==> src/rtl/mips_multi_controller.sv <==
// ---------------------------------------------------------------------------
// mips_multi_controller
//
// Main control unit of the multicycle MIPS core. A Moore FSM steps the shared
// datapath (PC, unified memory, IR, register file, single ALU) through one
// instruction at a time. A combinational ALU decoder turns the R-type funct
// field into the 3-bit ALU operation code:
//   010 add, 110 sub, 000 and, 001 or, 111 slt.
//
// Ports
//   clk          rising-edge clock
//   reset        asynchronous, active-high reset (state -> FETCH)
//   op, funct    IR[31:26] and IR[5:0]; op must stay stable for the whole
//                instruction because the controller does not latch it
//   zero         ALU zero flag (branch condition)
//   pc_en        PC load enable = pc_write | (branch & zero)
//   i_or_d       memory address select (0 PC, 1 ALUOut)
//   mem_write    memory write enable
//   ir_write     IR load enable
//   reg_dst      write register select (0 rt, 1 rd)
//   mem_to_reg   write-back data select (0 ALUOut, 1 MDR)
//   reg_write    register file write enable
//   alu_src_a    ALU A select (0 PC, 1 reg A)
//   alu_src_b    ALU B select (00 B, 01 4, 10 imm, 11 imm<<2)
//   pc_src       next-PC select (00 ALU, 01 ALUOut, 10 jump target)
//   alu_control  ALU operation code
//   illegal_op   one-cycle pulse on unsupported op (DECODE) or funct (EXECUTE)
//   state        current FSM state (debug)
// ---------------------------------------------------------------------------
module mips_multi_controller (
    input  logic       clk,
    input  logic       reset,
    input  logic [5:0] op,
    input  logic [5:0] funct,
    input  logic       zero,
    output logic       pc_en,
    output logic       i_or_d,
    output logic       mem_write,
    output logic       ir_write,
    output logic       reg_dst,
    output logic       mem_to_reg,
    output logic       reg_write,
    output logic       alu_src_a,
    output logic [1:0] alu_src_b,
    output logic [1:0] pc_src,
    output logic [2:0] alu_control,
    output logic       illegal_op,
    output logic [3:0] state
);

    localparam logic [5:0] OP_RTYPE = 6'b000000;
    localparam logic [5:0] OP_LW    = 6'b100011;
    localparam logic [5:0] OP_SW    = 6'b101011;
    localparam logic [5:0] OP_BEQ   = 6'b000100;
    localparam logic [5:0] OP_ADDI  = 6'b001000;
    localparam logic [5:0] OP_J     = 6'b000010;

    localparam logic [3:0] S_FETCH   = 4'd0;
    localparam logic [3:0] S_DECODE  = 4'd1;
    localparam logic [3:0] S_MEMADR  = 4'd2;
    localparam logic [3:0] S_MEMRD   = 4'd3;
    localparam logic [3:0] S_MEMWB   = 4'd4;
    localparam logic [3:0] S_MEMWR   = 4'd5;
    localparam logic [3:0] S_EXECUTE = 4'd6;
    localparam logic [3:0] S_ALUWB   = 4'd7;
    localparam logic [3:0] S_BRANCH  = 4'd8;
    localparam logic [3:0] S_ADDIEX  = 4'd9;
    localparam logic [3:0] S_ADDIWB  = 4'd10;
    localparam logic [3:0] S_JUMP    = 4'd11;

    localparam logic [2:0] ALU_ADD = 3'b010;
    localparam logic [2:0] ALU_SUB = 3'b110;
    localparam logic [2:0] ALU_AND = 3'b000;
    localparam logic [2:0] ALU_OR  = 3'b001;
    localparam logic [2:0] ALU_SLT = 3'b111;

    logic [3:0] state_reg;
    logic [3:0] state_next;

    // Ungated decode; the enables below are masked with reset so nothing can
    // write while reset is held, whatever the state register is doing.
    logic pc_write_raw;
    logic branch_raw;
    logic mem_write_raw;
    logic ir_write_raw;
    logic reg_write_raw;
    logic illegal_raw;

    always_ff @(posedge clk or posedge reset) begin
        if (reset) begin
            state_reg <= S_FETCH;
        end else begin
            state_reg <= state_next;
        end
    end

    always_comb begin
        state_next    = S_FETCH;
        pc_write_raw  = 1'b0;
        branch_raw    = 1'b0;
        mem_write_raw = 1'b0;
        ir_write_raw  = 1'b0;
        reg_write_raw = 1'b0;
        illegal_raw   = 1'b0;
        i_or_d        = 1'b0;
        reg_dst       = 1'b0;
        mem_to_reg    = 1'b0;
        alu_src_a     = 1'b0;
        alu_src_b     = 2'b00;
        pc_src        = 2'b00;
        alu_control   = ALU_ADD;

        case (state_reg)
            S_DECODE: begin
                // Speculatively compute the branch target into ALUOut.
                alu_src_b = 2'b11;
                case (op)
                    OP_LW, OP_SW: state_next = S_MEMADR;
                    OP_RTYPE:     state_next = S_EXECUTE;
                    OP_BEQ:       state_next = S_BRANCH;
                    OP_ADDI:      state_next = S_ADDIEX;
                    OP_J:         state_next = S_JUMP;
                    default: begin
                        state_next  = S_FETCH;
                        illegal_raw = 1'b1;
                    end
                endcase
            end
            S_MEMADR: begin
                alu_src_a  = 1'b1;
                alu_src_b  = 2'b10;
                state_next = (op == OP_LW) ? S_MEMRD : S_MEMWR;
            end
            S_MEMRD: begin
                i_or_d     = 1'b1;
                state_next = S_MEMWB;
            end
            S_MEMWB: begin
                mem_to_reg    = 1'b1;
                reg_write_raw = 1'b1;
            end
            S_MEMWR: begin
                i_or_d        = 1'b1;
                mem_write_raw = 1'b1;
            end
            S_EXECUTE: begin
                alu_src_a  = 1'b1;
                state_next = S_ALUWB;
                case (funct)
                    6'b100000: alu_control = ALU_ADD;
                    6'b100010: alu_control = ALU_SUB;
                    6'b100100: alu_control = ALU_AND;
                    6'b100101: alu_control = ALU_OR;
                    6'b101010: alu_control = ALU_SLT;
                    default: begin
                        // Unknown funct still completes as an add.
                        alu_control = ALU_ADD;
                        illegal_raw = 1'b1;
                    end
                endcase
            end
            S_ALUWB: begin
                reg_dst       = 1'b1;
                reg_write_raw = 1'b1;
            end
            S_BRANCH: begin
                alu_src_a   = 1'b1;
                alu_control = ALU_SUB;
                pc_src      = 2'b01;
                branch_raw  = 1'b1;
            end
            S_ADDIEX: begin
                alu_src_a  = 1'b1;
                alu_src_b  = 2'b10;
                state_next = S_ADDIWB;
            end
            S_ADDIWB: begin
                reg_write_raw = 1'b1;
            end
            S_JUMP: begin
                pc_src       = 2'b10;
                pc_write_raw = 1'b1;
            end
            default: begin
                // FETCH, and the unused encodings 12-15 which behave as FETCH.
                alu_src_b    = 2'b01;
                ir_write_raw = 1'b1;
                pc_write_raw = 1'b1;
                state_next   = S_DECODE;
            end
        endcase
    end

    assign pc_en      = (pc_write_raw | (branch_raw & zero)) & ~reset;
    assign mem_write  = mem_write_raw & ~reset;
    assign ir_write   = ir_write_raw  & ~reset;
    assign reg_write  = reg_write_raw & ~reset;
    assign illegal_op = illegal_raw   & ~reset;
    assign state      = state_reg;

endmodule

==> config.mk <==
export PLATFORM = sky130hd
export DESIGN_NAME = mips_multi_controller
export DESIGN_NICKNAME = d
export VERILOG_FILES = /design/src/rtl/mips_multi_controller.sv
export SDC_FILE = /design/constraint.sdc
export NUM_CORES = 1
export LEC_CHECK = 0
export CAP_MARGIN = 20
export CORE_AREA = 8 8 52 54
export DETAILED_ROUTE_END_ITERATION = 7
export DIE_AREA = 0 0 60 62
export PLACE_DENSITY = 0.73
export SLEW_MARGIN = 25
export SYNTH_ARGS = -nofsm -noshare
export SYNTH_HDL_FRONTEND = slang
export SYNTH_SLANG_ARGS = --single-unit
export TNS_END_PERCENT = 50
==> constraint.sdc <==
create_clock -name clk -period 1.6 [get_ports clk]
set_input_delay 0.32 -clock clk [delete_from_list [all_inputs] [get_ports clk]]
set_output_delay 0.32 -clock clk [all_outputs]
set_load 0.05 [all_outputs]
**After elaboration in Yosys (flattened, before gate mapping)**

Index checks and enable logic that the tools add are counted.

- Flip-flop bits (word level): 4
- Input bits: 15
- Output and inout bits: 20
- Logic and storage cells: 61

- Equality and inequality tests: 21
- Multiplexer cells: 19
- Bitwise gates (word level): 8
- Reductions and logical operators: 12

Operator list:

| cell | count |
|---|---|
| $eq A6 B6 Y1 const B | 7 |
| $pmux W4 S6 | 1 |
| $pmux W4 S5 | 1 |
| $eq A4 B3 Y1 const B | 4 |
| $eq A4 B4 Y1 const B | 4 |
| $pmux W3 S4 | 1 |
| $reduce_or A6 Y1 | 2 |
| $mux W1 | 11 |
| $reduce_or A11 Y1 | 1 |
| $reduce_or A10 Y1 | 1 |
| $eq A4 B2 Y1 const B | 2 |
| $reduce_or A8 Y1 | 1 |
| $and A1 B1 Y1 | 6 |
| $eq A6 B2 Y1 const B | 1 |
| $eq A6 B3 Y1 const B | 1 |
| $eq A6 B4 Y1 const B | 1 |
| $logic_not A6 Y1 | 1 |
| $pmux W2 S3 | 1 |
| $pmux W3 S2 | 1 |
| $reduce_or A2 Y1 | 3 |
| $reduce_or A5 Y1 | 1 |
| $eq A4 B1 Y1 const B | 1 |
| $pmux W2 S2 | 1 |
| $reduce_or A4 Y1 | 1 |
| other kinds (5) | 5 |

**Logic depth before layout (Yosys ltp)**

Gate-level depths: netlist (run 1).

- Depth after elaboration: 5
- Depth in mapped cells: 5
- Gate-level depth less buffers: 3

**Worst setup path before layout (run 1)**

No wires, ideal clock.

- Path type: reg-to-output
- Start: register state_reg[0], in the netlist state[0]
- End: output mem_write
- Data arrival time: 2.724 ns
- Required time: 1.280 ns
- Setup slack: -1.444 ns
- Cell stages (with the launch flop): 4
- Path buffers: 2
- Cells stage by stage: dfrtp_1 -> buf_6 -> clkbuf_1 -> nor4b_1

- Word-level cells in the longest chain between the ends: 3

Ends and longest elaborated chain:

| item | line | text |
|---|---|---|
| from (decl) | 77 | `logic [3:0] state_reg;` |
| from (signal assigned) | 93 | `state_reg <= state_next;` |
| $eq A4 B3 Y1 | 113 | `case (state_reg)` |
| $mux W1 | 113 |  |
| $and A1 B1 Y1 | 195 | `assign mem_write = mem_write_raw & ~reset;` |
| to (decl) | 38 | `output logic mem_write,` |

No other way between the ends.

**Worst setup path in the final report (run 1)**

- Start: register state_reg[2], in the netlist state[2]
- End: output illegal_op

- Word-level cells in the longest chain between the ends: 3
- Elaborated cells on any way between the ends: 4
- Those cells by class: 2 x eq/ne; 1 x mux; 1 x bitwise

Ends and longest elaborated chain:

| item | line | text |
|---|---|---|
| $eq A4 B3 Y1 / $eq A4 B1 Y1 (equally long branches) | 113 |  |
| $pmux W1 S2 (*) | 113 |  |
| $and A1 B1 Y1 (*) | 198 | `assign illegal_op = illegal_raw & ~reset;` |
| to (decl) | 47 | `output logic illegal_op,` |

Every way passes the cells marked *; elsewhere a longest branch is shown, timed or not.

==> metrics.txt, run 1 <==
WL final 3280 um; io pins 35; Worst-Skew Late Latency between 200 and 250 ps; Slew @ Worst Pin 495 ps; grt ovf 0; Post-CTS Hold Buffers 0; Post-Syn Area between 600 and 700 um2; die area approximately 3700 um2; clock transition at the registers of the reported paths 40 ps; Initial Util about a third; CP required around 1300 ps; CTS tree built; Synth cell types 37; #FFs+latches synth 4; max capacitance violation total 0; RSZ-0062 raised after global routing yes; initial antenna violation count 0; final core occ 86.7%; Max clock buf depth 2; Ys Warns 0; status finished, violations left; syn nets 101; slew margin rel. 66.7%; Iteration-0 DRC Markers 31; die height 62 um; global-route wire length before repair between 5000 and 6000 um; DRC viols 0; cells on worst reg2reg path 4; final setup margin -351 ps; Avg Cell Area, Syn 7.14 um2; max reg flops 4; Hold Fails Final Rpt 0; H-tree depth 1; f_max roughly 510 MHz; Tcrit/Tclk final 122%; data arrival time of the critical path 1630 ps; area delta synth->final 168%; critical path class reg -> out; failing checks setup timing; Max VDD drop 756 uV; Diodes inserted 0; Via density 5.45; Root Buffer Master clkbuf_4; Final ANT Viol Nets 0; core area 1900 um2; Worst Skew 6.52 ps; all-layer global routing usage roughly 18%; Setup Viol. Count Final 15; WL/cell roughly 19 um; CP Max Fanout 5; row cnt 16; TritonCTS Buffers 3; crit path launch type flip-flop; leakage power 0.666 nW; Hold Crit Class in -> async; chip width 60 um; Vias 959; Max Slew Vio Count 0; Clock Sinks 4; Worst Setup End Kind output pin; flop2flop setup slack roughly 100 ps; minimum clock period 1950 ps; gp weighted congestion 0.925; total chip power 1.94 mW; Post-Syn Instances 86; sequential share of the synthesized area 16.3%; Crit. Startpoint state[2]$_DFF_PP0_; r2r endpoint state[1]$_DFF_PP0_; detailed placer's ending HPWL 2140 um; Power Density 1180 nW/um2; fraction of layout cells with a size suffix above 1 65.1%; # port buffers 34; largest net degree at the start of global routing 12; Detailed Routing Iterations Pass 1 4; fin nets between 150 and 200; Worst R2R Start state[0]$_DFF_PP0_; number of global-route vias before repair 1,025
## through the flow
| stage | instances | hold WS, ps | setup WS (ps) | TNS (ps) | instance area [um2] |
|---|---|---|---|---|---|
| detailed placement | 172 | 617 | -472 | -2230 | 1510 |
| global placement | 172 | 603 | -432 | -2020 | 1510 |
| CTS | 176 | 372 | -334 | -2650 | 1600 |
| finish | 176 | 407 | -351 | -3020 | 1650 |
| global route | 176 | 426 | -398 | -3820 | 1650 |
| floorplan | 86 | 86.1 | -361 | -3530 | 768 |
## timing repair
action	CTS	global route
endpoints found under the setup margin	18	17
pin swaps	5	4
gates resized for setup	23	12
setup buffers	1	0
## how the worst max path moves through the flow
stage	depth (start not counted)	slack [ps]	end
5_1_grt	4	-400	illegal_op
3_5_place_dp	5	-470	illegal_op
6_report	4	-350	illegal_op
4_1_cts	4	-330	illegal_op
3_3_place_gp	5	-430	illegal_op
2_1_floorplan	4	-360	alu_control[2]
## critical path, cell delays in order, from the launching register on
cell       delay [ps]
dfrtp_2           430
or3b_4            440
a2111oi_4         210
a22o_4            190
buf_12            130
## synth_stat cells (all sizes together)
library cell  number  share of area (%)
a21oi              4                3.3
o211ai             2                2.4
or3b               1                1.8
or4                2                2.4
clkbuf             4                2.4
buf                3                4.5
o22a               1                1.4
nand3              4                3.3
or3                1                1.0
a21o               1                1.2
nor4b              1                1.4
a22o               1                1.4
nand4              2                2.0
a22oi              2                2.4
nor2b              2                2.0
nor3b              4                5.7
nand2              4                2.4
a41o               1                1.6
nand2b             5                5.1
mux2i              1                1.6
and3               2                2.0
a31oi              2                2.0
inv                4                2.4
nor2              10                6.1
a2bb2oi            1                1.4
o21ai              3                2.4
dfrtp              4                 16
a2111oi            2                3.9
nor3               6                4.9
xor2               4                5.7
nor4               2                3.1
## final cells by class
type | count | area [um2]
Sequential cell | 4 | 105
Fill cell | 84 | 253
Clock buffer | 3 | 22.5
Inverter | 4 | 17.5
Tap cell | 27 | 33.8
Multi-Input combinational cell | 71 | 681
Timing Repair Buffer | 67 | 790
## logic make-up after synthesis
group | synth area share (%)
and+or+nand+nor | 43.4
AOI/OAI and AO/OA | 23.6
buffers and inverters | 9.37
xor gates and xnor gates | 5.70
DFF | 16.3
muxes | 1.63
## cells in the final DEF (no fill, tap or decap), types with 2 or more instances in the layout
master and n:
a21oi_4 2, buf_6 6, dfrtp_2 4, nand4_1 2, nor2_1 3, nor3_4 2
or4_1 2, clkbuf_4 3, nand2_2 3, buf_12 19, nand2b_1 2, a31oi_1 2
clkdlybuf4s50_1 7, nand2b_4 3, nor2_2 2, nor2_4 5, buf_4 28, nor3b_2 3
xor2_1 2, o21ai_0 2, nor3_2 2, xor2_2 2, o211ai_1 2, inv_1 2
nand3_1 4, nor3_1 2, a22oi_1 2, dlygate4sd2_1 7
## power by group
| group | total, mW | switching [mW] | internal, mW |
|---|---|---|---|
| logic | 1.64 | 0.860 | 0.781 |
| registers | 0.180 | 0.0492 | 0.130 |
| clock network | 0.122 | 0.0387 | 0.0837 |
| total | 1.94 | 0.948 | 0.995 |
## per-layer routing
| metal | wire, um | vias to the layer above | GRT usage, % |
|---|---|---|---|
| met3 | 206 | 16 | 2.47 |
| met1 | 1180 | 449 | 18.7 |
| li1 | - | 445 | - |
| met2 | 1750 | 49 | 35.7 |
| met4 | 142 | 0 | 6.12 |
| met5 | 0 | - | 0 |
No activity file was read; power rests on OpenSTA's default activity.
==> run 2: changes to the inputs <==
Settings changed: GPL_TIMING_DRIVEN set to 1, SKIP_CTS_REPAIR_TIMING set to 1.
==> run 2 against run 1 <==
- cell count increased by 1.1%
- count of clock-buffer cells in the layout did not move
- worst hold slack got worse by 130 ps
- die area unchanged
- clock skew grew 0.93 ps
- first-iteration DRC count rose by 9.7%
- cell area is 0.99% higher
- critical path depth is the same
- flip-flop and latch count unchanged
- the flow still finishes with violations (setup timing)
==> metrics.txt, run 2 (synthesized netlist as in run 1, its figures left out) <==
CTS tree built; RSZ-0062 raised after global routing yes; max reg flops 4 (unchanged); Fillers 84 (unchanged); slew margin rel. 56.1% (-11 points); detailed placer's ending HPWL 2140 um (unchanged); die area 3720 um2 (unchanged); die height 62 um (unchanged); area delta synth->final 171%; fin cells 178 (+1.1%); Max clock buf depth 2 (unchanged); all-layer global routing usage 14.9% (-3.1 points); gp weighted congestion 0.925 (unchanged); Worst Setup End Kind output pin; CP Max Fanout 7 (+2); initial antenna violation count 0 (unchanged); Crit path largest cell delay 430 ps (about the same); Worst R2R Start state[1]$_DFF_PP0_; Hold Fails Final Rpt 0 (unchanged); failing checks setup timing; Diodes inserted 0 (unchanged); DRC viols 0 (unchanged); most frequent cells in the layout 31 x buf_4, 19 x buf_12, 7 x clkdlybuf4s50_1, 7 x dlymetal6s2s_1, 5 x nor2_4; crit-path cells or3b_4 > a2111oi_4 > a22o_4 > buf_12; Max stage delay cell, worst path or3b_4; Slew @ Worst Pin 641 ps (+146 ps); leakage power 0.725 nW (+9.0%); Initial Util 32.3% (unchanged); Clock Sinks 4 (unchanged); Tcrit/Tclk final 121% (-0.96 points); global-route wire length before repair 4330 um (-14%); max capacitance violation total 0 (unchanged); io pins 35 (unchanged); CP required 1280 ps (about the same); Crit. Startpoint state[0]$_DFF_PP0_; crit path launch type flip-flop; # port buffers 34 (unchanged); Root Buffer Master clkbuf_4; fin nets 168 (+1.2%); minimum clock period 1940 ps (-15.4 ps); Iteration-0 DRC Markers 34 (+9.7%); Max Slew Vio Count 0 (unchanged); chip width 60 um (unchanged); WL final 3230 um (-1.3%); core area 1900 um2 (unchanged); largest net degree at the start of global routing 12 (unchanged); TritonCTS Buffers 3 (unchanged); Power Density 1160 nW/um2 (-1.9%); row cnt 16 (unchanged); number of global-route vias before repair 964 (-6.0%); critical path class reg -> out; fraction of layout cells with a size suffix above 1 62.9% (-2.2 points); total chip power 1.92 mW (-0.97%); Detailed Routing Iterations Pass 1 4 (unchanged); placed insts 172 (unchanged); clock transition at the registers of the reported paths 40 ps (about the same); Worst-Skew Late Latency 230 ps (about the same); final setup margin -336 ps (+15.4 ps); Hold Crit Class in -> async; data arrival time of the critical path 1620 ps (about the same); H-tree depth 1 (unchanged); grt ovf 0 (unchanged); setup TNS -3050 ps (-33.6 ps); Vias 997 (+4.0%); Via density 5.60 (+2.8%); WL/cell 18.2 um (-2.5%); most common cell after layout, fill and taps aside buf_4; status finished, violations left; Max VDD drop 735 uV (-2.8%); Worst Skew 7.45 ps (+0.928 ps); Setup Viol. Count Final 16 (+1); f_max 517 MHz (+0.79%); Final ANT Viol Nets 0 (unchanged)
run 2: changes by cell type in the layout (fill, tap and decap cells not counted), moves of 2 or more:
cell | previous run | this run
dlygate4sd2_1 | 7 | 0
dlymetal6s2s_1 | 0 | 7
buf_4 | 28 | 31
buf_6 | 6 | 4
run 2: worst paths after layout:
path	slack (ps)	cells after the start	endpoint
worst max-delay path	-340	4	illegal_op
worst min-delay path	280	3	state[3]$_DFF_PP0_
worst max register to register	50	4	state[2]$_DFF_PP0_
worst min register to register	650	2	state[3]$_DFF_PP0_
max in group asynchronous	1150	3	state[2]$_DFF_PP0_
min in group clk	530	4	state[3]$_DFF_PP0_
run 2: critical path: cells and delay by family, from the launching register on:
family / cells / cell delay [ps]
buf+inv: 1 / 130
simple gates: 1 / 430
flops: 1 / 420
compound gates: 2 / 400
run 2: area by class of cell:
| type | count | area, um2 | area share [%] |
|---|---|---|---|
| clock buffers | 3 | 22.5 | 1.35 |
| inverters | 4 | 17.5 | 1.05 |
| multi-input cells | 71 | 656 | 39.4 |
| flip-flops and latches | 4 | 105 | 6.31 |
| well taps | 27 | 33.8 | 2.03 |
| repair buffers | 69 | 831 | 49.9 |
run 2: power by group:
group / leakage [nW] / total (mW) / switching, mW / internal (mW)
Clock: 0.0138 / 0.123 / 0.0389 / 0.0837
Sequential: 0.0472 / 0.177 / 0.0467 / 0.130
Combinational: 0.664 / 1.62 / 0.836 / 0.788
run 2: per-stage QoR:
stage | setup slack (ps) | area [um2] | util [%] | hold WS [ps]
floorplan | -361 | 768 | - | 86.1
global placement | -432 | 1510 | 79.4 | 603
detailed placement | -472 | 1510 | 79.4 | 617
CTS | -474 | 1530 | 80.6 | 615
global route | -403 | 1670 | 87.6 | 296
finish | -336 | 1670 | 87.6 | 277
run 2: routing by layer:
layer	vias up	GRT usage (%)	wire, um
met2	57	28.6	1760
met1	475	15.8	1140
met4	0	6.12	127
met3	16	2.26	205
met5	-	0	0
li1	449	-	-
